[src/rtl/store_buf_pkg.sv]
// Shared types for the write-through store buffer: entry layout and drain FSM states.
// Latency: n/a (type definitions only).
// Backpressure: n/a.
//
// sb_entry_t is fixed at SB_AW/SB_DW bits. The store_buffer AW/DW parameters
// default to these widths and must be kept equal to them.
package store_buf_pkg;

  localparam int SB_AW = 32;
  localparam int SB_DW = 32;

  typedef struct packed {
    logic [SB_AW-1:0] addr;
    logic [SB_DW-1:0] data;
  } sb_entry_t;

  typedef enum logic {
    SB_IDLE = 1'b0,
    SB_BUSY = 1'b1
  } sb_state_t;

endpackage

[src/rtl/store_buf_fifo.sv]
// Circular entry store for the store buffer: DEPTH entries, head/tail pointers, occupancy count.
// Latency: a push is visible on o_count/o_valid/o_entries the cycle after the edge; o_head is combinational.
// Backpressure: pushes while full and pops while empty are dropped (and asserted against).
//
// Ports:
//   i_clk, i_rst_n       clock, asynchronous active-low reset
//   i_push, i_push_entry write i_push_entry at tail
//   i_pop                retire the head entry
//   o_head               entry at head
//   o_entries, o_valid   all storage slots and their per-slot valid bits (for the address matcher)
//   o_head_ptr           head slot index, so the matcher can order entries by age
//   o_count              occupancy, 0..DEPTH
module store_buf_fifo
  import store_buf_pkg::*;
#(
  parameter int DEPTH = 4
) (
  input  logic                           i_clk,
  input  logic                           i_rst_n,
  input  logic                           i_push,
  input  sb_entry_t                      i_push_entry,
  input  logic                           i_pop,
  output sb_entry_t                      o_head,
  output sb_entry_t [DEPTH-1:0]          o_entries,
  output logic      [DEPTH-1:0]          o_valid,
  output logic      [$clog2(DEPTH)-1:0]  o_head_ptr,
  output logic      [$clog2(DEPTH):0]    o_count
);

  localparam int PW = $clog2(DEPTH);
  localparam int CW = PW + 1;

  sb_entry_t [DEPTH-1:0] r_mem;
  logic      [DEPTH-1:0] r_valid;
  logic      [PW-1:0]    r_head;
  logic      [PW-1:0]    r_tail;
  logic      [CW-1:0]    r_count;

  logic                  w_full;
  logic                  w_empty;
  logic                  w_push;
  logic                  w_pop;
  logic      [DEPTH-1:0] w_valid_nxt;

  assign w_full  = (r_count == CW'(DEPTH));
  assign w_empty = (r_count == '0);
  assign w_push  = i_push && !w_full;
  assign w_pop   = i_pop && !w_empty;

  // Head and tail can only coincide when the FIFO is full or empty, and in
  // either case one of push/pop is suppressed, so the two updates never collide.
  always_comb begin
    w_valid_nxt = r_valid;
    if (w_pop)  w_valid_nxt[r_head] = 1'b0;
    if (w_push) w_valid_nxt[r_tail] = 1'b1;
  end

  // DEPTH is a power of two, so pointer increments wrap modulo DEPTH by overflow.
  always_ff @(posedge i_clk or negedge i_rst_n) begin
    if (!i_rst_n) begin
      r_mem   <= '0;
      r_valid <= '0;
      r_head  <= '0;
      r_tail  <= '0;
      r_count <= '0;
    end else begin
      r_valid <= w_valid_nxt;
      if (w_push) begin
        r_mem[r_tail] <= i_push_entry;
        r_tail        <= r_tail + 1'b1;
      end
      if (w_pop) begin
        r_head <= r_head + 1'b1;
      end
      if (w_push && !w_pop) begin
        r_count <= r_count + 1'b1;
      end else if (w_pop && !w_push) begin
        r_count <= r_count - 1'b1;
      end
    end
  end

  assign o_head     = r_mem[r_head];
  assign o_entries  = r_mem;
  assign o_valid    = r_valid;
  assign o_head_ptr = r_head;
  assign o_count    = r_count;

  // The parent gates push with "not full" and pop with "busy", so neither
  // should ever be requested against the wrong occupancy.
  a_no_push_when_full: assert property (@(posedge i_clk) disable iff (!i_rst_n) i_push |-> !w_full);
  a_no_pop_when_empty: assert property (@(posedge i_clk) disable iff (!i_rst_n) i_pop |-> !w_empty);

endmodule

[src/rtl/store_buffer.sv]
// Write-through store buffer: queues cache stores and replays them to data memory in FIFO order.
// Latency: push at edge N -> MemWriteThrough from edge N+1 at the earliest; one idle cycle between writes.
// Backpressure: StoreReady drops when all DEPTH entries are full; data memory paces the drain via WriteReady.
//
// Ports:
//   Clk, Rst_n                      clock, asynchronous active-low reset
//   StoreValid/StoreAddr/StoreData  store from the cache, accepted when StoreReady=1
//   StoreReady                      buffer not full
//   MemWriteThrough/MemAddr/MemData write request for the head entry, held while BUSY
//   WriteReady                      data-memory write-done pulse
//   ReadMiss/MissAddr               pending cache read miss
//   MissHold                        miss must wait for a matching buffered store to drain
//   FwdHit/FwdData                  forwarding result (youngest matching store)
//   Empty, Count                    occupancy
//
// Build option: define STORE_BUF_FWD_EN to forward matching store data to read
// misses instead of holding them. Without it FwdHit/FwdData are tied to 0.
module store_buffer
  import store_buf_pkg::*;
#(
  parameter int DEPTH = 4,
  parameter int AW    = SB_AW,
  parameter int DW    = SB_DW
) (
  input  logic                   Clk,
  input  logic                   Rst_n,
  input  logic                   StoreValid,
  input  logic [AW-1:0]          StoreAddr,
  input  logic [DW-1:0]          StoreData,
  output logic                   StoreReady,
  output logic                   MemWriteThrough,
  output logic [AW-1:0]          MemAddr,
  output logic [DW-1:0]          MemData,
  input  logic                   WriteReady,
  input  logic                   ReadMiss,
  input  logic [AW-1:0]          MissAddr,
  output logic                   MissHold,
  output logic                   FwdHit,
  output logic [DW-1:0]          FwdData,
  output logic                   Empty,
  output logic [$clog2(DEPTH):0] Count
);

  localparam int PW = $clog2(DEPTH);
  localparam int CW = PW + 1;

  sb_entry_t             w_push_entry;
  sb_entry_t             w_head;
  sb_entry_t [DEPTH-1:0] w_entries;
  logic      [DEPTH-1:0] w_valid;
  logic      [PW-1:0]    w_head_ptr;
  logic      [CW-1:0]    w_count;
  logic                  w_push;
  logic                  w_pop;
  logic                  w_empty;
  logic      [DEPTH-1:0] w_match;
  logic                  w_any_match;

  sb_state_t             r_state;
  sb_state_t             w_state_nxt;

  assign w_push_entry.addr = StoreAddr;
  assign w_push_entry.data = StoreData;

  assign w_empty    = (w_count == '0);
  assign StoreReady = (w_count != CW'(DEPTH));
  assign w_push     = StoreValid && StoreReady;

  store_buf_fifo #(
    .DEPTH (DEPTH)
  ) u_fifo (
    .i_clk        (Clk),
    .i_rst_n      (Rst_n),
    .i_push       (w_push),
    .i_push_entry (w_push_entry),
    .i_pop        (w_pop),
    .o_head       (w_head),
    .o_entries    (w_entries),
    .o_valid      (w_valid),
    .o_head_ptr   (w_head_ptr),
    .o_count      (w_count)
  );

  // ---------------------------------------------------------------------------
  // Drain FSM
  // ---------------------------------------------------------------------------
  always_ff @(posedge Clk or negedge Rst_n) begin
    if (!Rst_n) begin
      r_state <= SB_IDLE;
    end else begin
      r_state <= w_state_nxt;
    end
  end

  // A miss that does not hit a buffered store gets the memory port first, so
  // no new write is started under it. A hit miss (MissHold=1) needs the drain
  // to make progress, so it does not block. A write in flight always finishes.
  always_comb begin
    w_state_nxt = r_state;
    w_pop       = 1'b0;
    case (r_state)
      SB_IDLE: begin
        if (!w_empty && !(ReadMiss && !MissHold)) begin
          w_state_nxt = SB_BUSY;
        end
      end
      SB_BUSY: begin
        if (WriteReady) begin
          w_pop       = 1'b1;
          w_state_nxt = SB_IDLE;
        end
      end
      default: w_state_nxt = SB_IDLE;
    endcase
  end

  // The head cannot move while BUSY (only the pop that ends BUSY moves it),
  // so the request stays stable without extra holding registers.
  assign MemWriteThrough = (r_state == SB_BUSY);
  assign MemAddr         = MemWriteThrough ? w_head.addr : '0;
  assign MemData         = MemWriteThrough ? w_head.data : '0;

  assign Empty = w_empty;
  assign Count = w_count;

  // ---------------------------------------------------------------------------
  // Address matcher
  // ---------------------------------------------------------------------------
  always_comb begin
    w_match = '0;
    for (int i = 0; i < DEPTH; i++) begin
      w_match[i] = w_valid[i] && (w_entries[i].addr == MissAddr);
    end
  end

  assign w_any_match = |w_match;

`ifdef STORE_BUF_FWD_EN
  logic [PW-1:0] w_idx;
  logic [DW-1:0] w_young_data;

  // Walk from oldest (head) to youngest; the last match seen is the youngest.
  always_comb begin
    w_idx        = w_head_ptr;
    w_young_data = '0;
    for (int k = 0; k < DEPTH; k++) begin
      w_idx = w_head_ptr + PW'(k);
      if (w_match[w_idx]) begin
        w_young_data = w_entries[w_idx].data;
      end
    end
  end

  assign FwdHit   = ReadMiss && w_any_match;
  assign FwdData  = FwdHit ? w_young_data : '0;
  assign MissHold = 1'b0;
`else
  // Stored data and entry ordering are only needed for forwarding.
  logic w_unused_fwd;
  assign w_unused_fwd = ^{w_head_ptr, w_entries};

  assign MissHold = ReadMiss && w_any_match;
  assign FwdHit   = 1'b0;
  assign FwdData  = '0;
`endif

endmodule

[config.mk]
export PLATFORM = sky130hd
export DESIGN_NAME = store_buffer
export DESIGN_NICKNAME = d
export VERILOG_FILES = /design/src/rtl/store_buf_pkg.sv /design/src/rtl/store_buf_fifo.sv /design/src/rtl/store_buffer.sv
export SDC_FILE = /design/constraint.sdc
export NUM_CORES = 1
export LEC_CHECK = 0
export CAP_MARGIN = 0
export CORE_ASPECT_RATIO = 1.1
export CORE_MARGIN = 2
export CORE_UTILIZATION = 59
export CTS_BUF_LIST = sky130_fd_sc_hd__clkbuf_16
export CTS_CLUSTER_DIAMETER = 120
export DETAILED_ROUTE_END_ITERATION = 8
export PLACE_DENSITY = 0.83
export SLEW_MARGIN = 20
export SYNTH_ARGS = -nofsm -noshare
export SYNTH_HDL_FRONTEND = slang
export SYNTH_SLANG_ARGS = --single-unit
[constraint.sdc]
create_clock -name Clk -period 5.4 [get_ports Clk]
set_input_delay 1.62 -clock Clk [delete_from_list [all_inputs] [get_ports Clk]]
set_output_delay 1.62 -clock Clk [all_outputs]
set_load 0.005 [all_outputs]
==> key figures <==
Clocking
  – Htree depth: 1
  – CTS tree: yes
  – CTS Sinks: 268
  – Hold-fix buffers, CTS: 0
  – Reg clk slew, reported paths: 60 ps
  – Clk root buf: clkbuf_16
  – Worst skew pair latency: 540 ps
  – Total CTS buffers: 28
  – Post-CTS Setup Bufs: 0
  – CTS max path bufs: 3

Floorplan
  – Die Wd: 149 um
  – Initial Utilization: 60.0%
  – DIE AREA: 0.0244 mm2
  – DIE HEIGHT: 164 um
  – # rows: 58
  – # IOs: 205
  – Core ar.: 0.0228 mm2

STA
  – Fin Clk Skew: 8.16 ps
  – Fin crit period: 5320 ps
  – Max-slew headroom: 40.5%
  – RSZ-0062 raised after global routing: false
  – Hold Vio Cnt, Final: 0
  – Total Neg Setup Slack: 0 ps
  – Setup violations, final: 0
  – Max Slew Vio Count: 0
  – Slew @ Worst Pin: 892 ps
  – Fmax: 188 MHz
  – Crit share post-route: 98.5%

Hold path
  – Worst hold stages: 1
  – Hold Crit Class: reg -> reg
  – Hold Crit Endpoint: u_fifo.o_entries[158]
  – Worst Hold Launch: u_fifo.o_entries[158]

Critical path
  – CP Data Arrival Time: 3700 ps
  – Reg2reg start: MemWriteThrough
  – Worst R2R Path Depth: 8
  – CP max stage delay: 520 ps
  – Crit-path cells: clkdlybuf4s50_1 > buf_6 > xor2_2 > nor4_1 > buf_4 > nand4_1 > nor3_2 > or4_4 > and2_4 > dlygate4sd2_1
  – Critical Path RT: 3780 ps
  – CP Launch Type: primary input
  – R2r endpoint: u_fifo.o_count[1]
  – CP endpoint kind: output port
  – Worst path slowest cell: or4_4
  – Setup slack, reg-to-reg: 2400 ps
  – Critical path class: in -> out
  – Worst-path maximum fanout: 4

Yosys
  – Top FF cell, synth: dfrtp_1
  – Post-Syn Instances: 966
  – EDFF count, synth: 0
  – Async S/R FF share, synth: 100%
  – Syn. warnings: 0
  – Sequential-to-total area share from yosys stat: 49.1%
  – Syn Area/Cell: 14.2 um2
  – Mapped Area: 0.0137 mm2
  – Yosys cell types: 25
  – Flops & latches, synth: 268

Cells and area
  – Synthesis-to-finish area growth: 24.7%
  – Final Instance Count excl. Fillers: 1489
  – Finished Core Util: 74.8%
  – Layout Nets: 1277
  – Finished Cell Area: 0.0170 mm2
  – FILL cells: 1471
  – Share of layout cells above drive strength 1: 39.2%

Power
  – Max VDD drop: 371 uV
  – Leak pwr: 7.27 nW
  – Pwr dens: 631 mW/mm2

Route
  – DRT antenna net count: 0
  – WL per Instance: 22.9 um
  – Routed vias: 8596
  – DRC violations left: 0
  – Total Wirelength: 34.1 mm
  – Initial DRC Count: 390
  – Vias per cell: 5.77
  – First drt pass iteration count: 6

Global route
  – First-pass GRT wire length: 52.7 mm
  – GRT overflow: 0
  – Initial antenna violation count: 3
  – Largest net degree at the start of global routing: 116
  – Vias in the first global route: 9172
  – Overall Global Routing Usage: 28.5%

Placed design
  – # port buffers: 171
  – Detailed Place HPWL: 22.6 mm
  – Placer Congestion: 1.02
  – Area after DPL: 0.0159 mm2
  – Placed cells: 1436

Job
  – Number of max-cap violations: 0

Run status
  – Status: complete, no violations
layout by cell type (no fill, tap or decap), drive strengths merged, types with 12 or more instances in the layout:
cell type      count
buf               51
nor4              28
mux2             257
dfrtp            268
dlygate4sd2       27
mux4              64
clkinv            14
clkbuf            29
nand2             20
and2              66
conb              33
clkdlybuf4s50    138
xor2             126
inv               12
per-layer routing:
layer / vias to the layer above / routed length (um) / track usage, %
met5: - / 13 / 0
met4: 2 / 1170 / 10.4
met3: 64 / 2290 / 5.22
met2: 293 / 17200 / 48.7
met1: 4474 / 13400 / 36.8
li1: 3763 / - / -
worst max path at each step:
stage | start | end | cells past startpoint
2_1_floorplan | MissAddr[30] | MissHold | 6
3_3_place_gp | MissAddr[2] | MissHold | 9
3_5_place_dp | MissAddr[2] | MissHold | 9
4_1_cts | MissAddr[16] | MissHold | 9
5_1_grt | MissAddr[19] | MissHold | 10
6_report | MissAddr[19] | MissHold | 10
cells in the mapped netlist (all sizes together) (4+ instances only):
library cell | count | area, um2
dfrtp | 268 | 6710
mux2 | 257 | 2890
xor2 | 126 | 1100
buf | 70 | 432
and2 | 66 | 414
mux4 | 64 | 1440
nor4 | 28 | 175
nand2 | 20 | 75.1
clkbuf | 13 | 48.8
ha | 9 | 113
nor3 | 9 | 45.0
nand3 | 8 | 40.0
inv | 7 | 26.3
xnor2 | 7 | 61.3
nand4 | 4 | 25.0
power breakdown:
group          internal, mW  switching (mW)  total (mW)
Combinational          3.06            1.84        4.90
Sequential             3.05           0.949        4.00
Clock                  1.06           0.789        1.85
metrics by stage:
step / power (mW) / hold WS [ps] / setup slack, ps
2_1_floorplan: 6.76 / 445 / 1120
3_5_place_dp: 8.75 / 487 / -485
6_report: 10.8 / 498 / 82.4
3_3_place_gp: 8.59 / 482 / -499
4_1_cts: 10.8 / 501 / 13.3
5_1_grt: 11.3 / 505 / 12.8
area by class of cell:
type,instances,area [um2],share of cell area [%]
clock buffer,29,726,4.26
timing repair buffer,221,2140,12.6
clock inverter,22,153,0.896
inverter,7,26.3,0.154
sequential,268,6710,39.4
antenna,2,5.00,0.0294
tap,300,375,2.20
multi-input combinational,640,6910,40.5
state kept, by name, summed over array words and instances (netlist names):
name / cells
u_fifo.r_tail: 2
u_fifo.o_head_ptr: 2
u_fifo.o_entries: 256
u_fifo.o_valid: 4
MemWriteThrough: 1
u_fifo.o_count: 3
kinds of logic (layout without fill, tap and decap cells):
family	count (synthesis)	after routing	share of synthesized area, %
mux	321	321	31.7
flops	268	268	49.1
simple gates	140	140	5.85
xor+xnor	133	133	8.52
buf+inv	90	279	3.71
fa+ha+maj	10	10	0.970
compound gates	3	3	0.146
other cells	1	35	0.0274
critical path: cells and delay by family:
family | cells | cell delay (ps)
xor+xnor | 1 | 150
simple gates | 5 | 920
buf+inv | 4 | 990
timing repair:
item                                    CTS  global route
resized for setup                        70             9
endpoints found under the setup margin    1             1
hold endpoints to repair                  0             0
pin swaps                                 6             2
No activity file was read; power rests on OpenSTA's default activity.
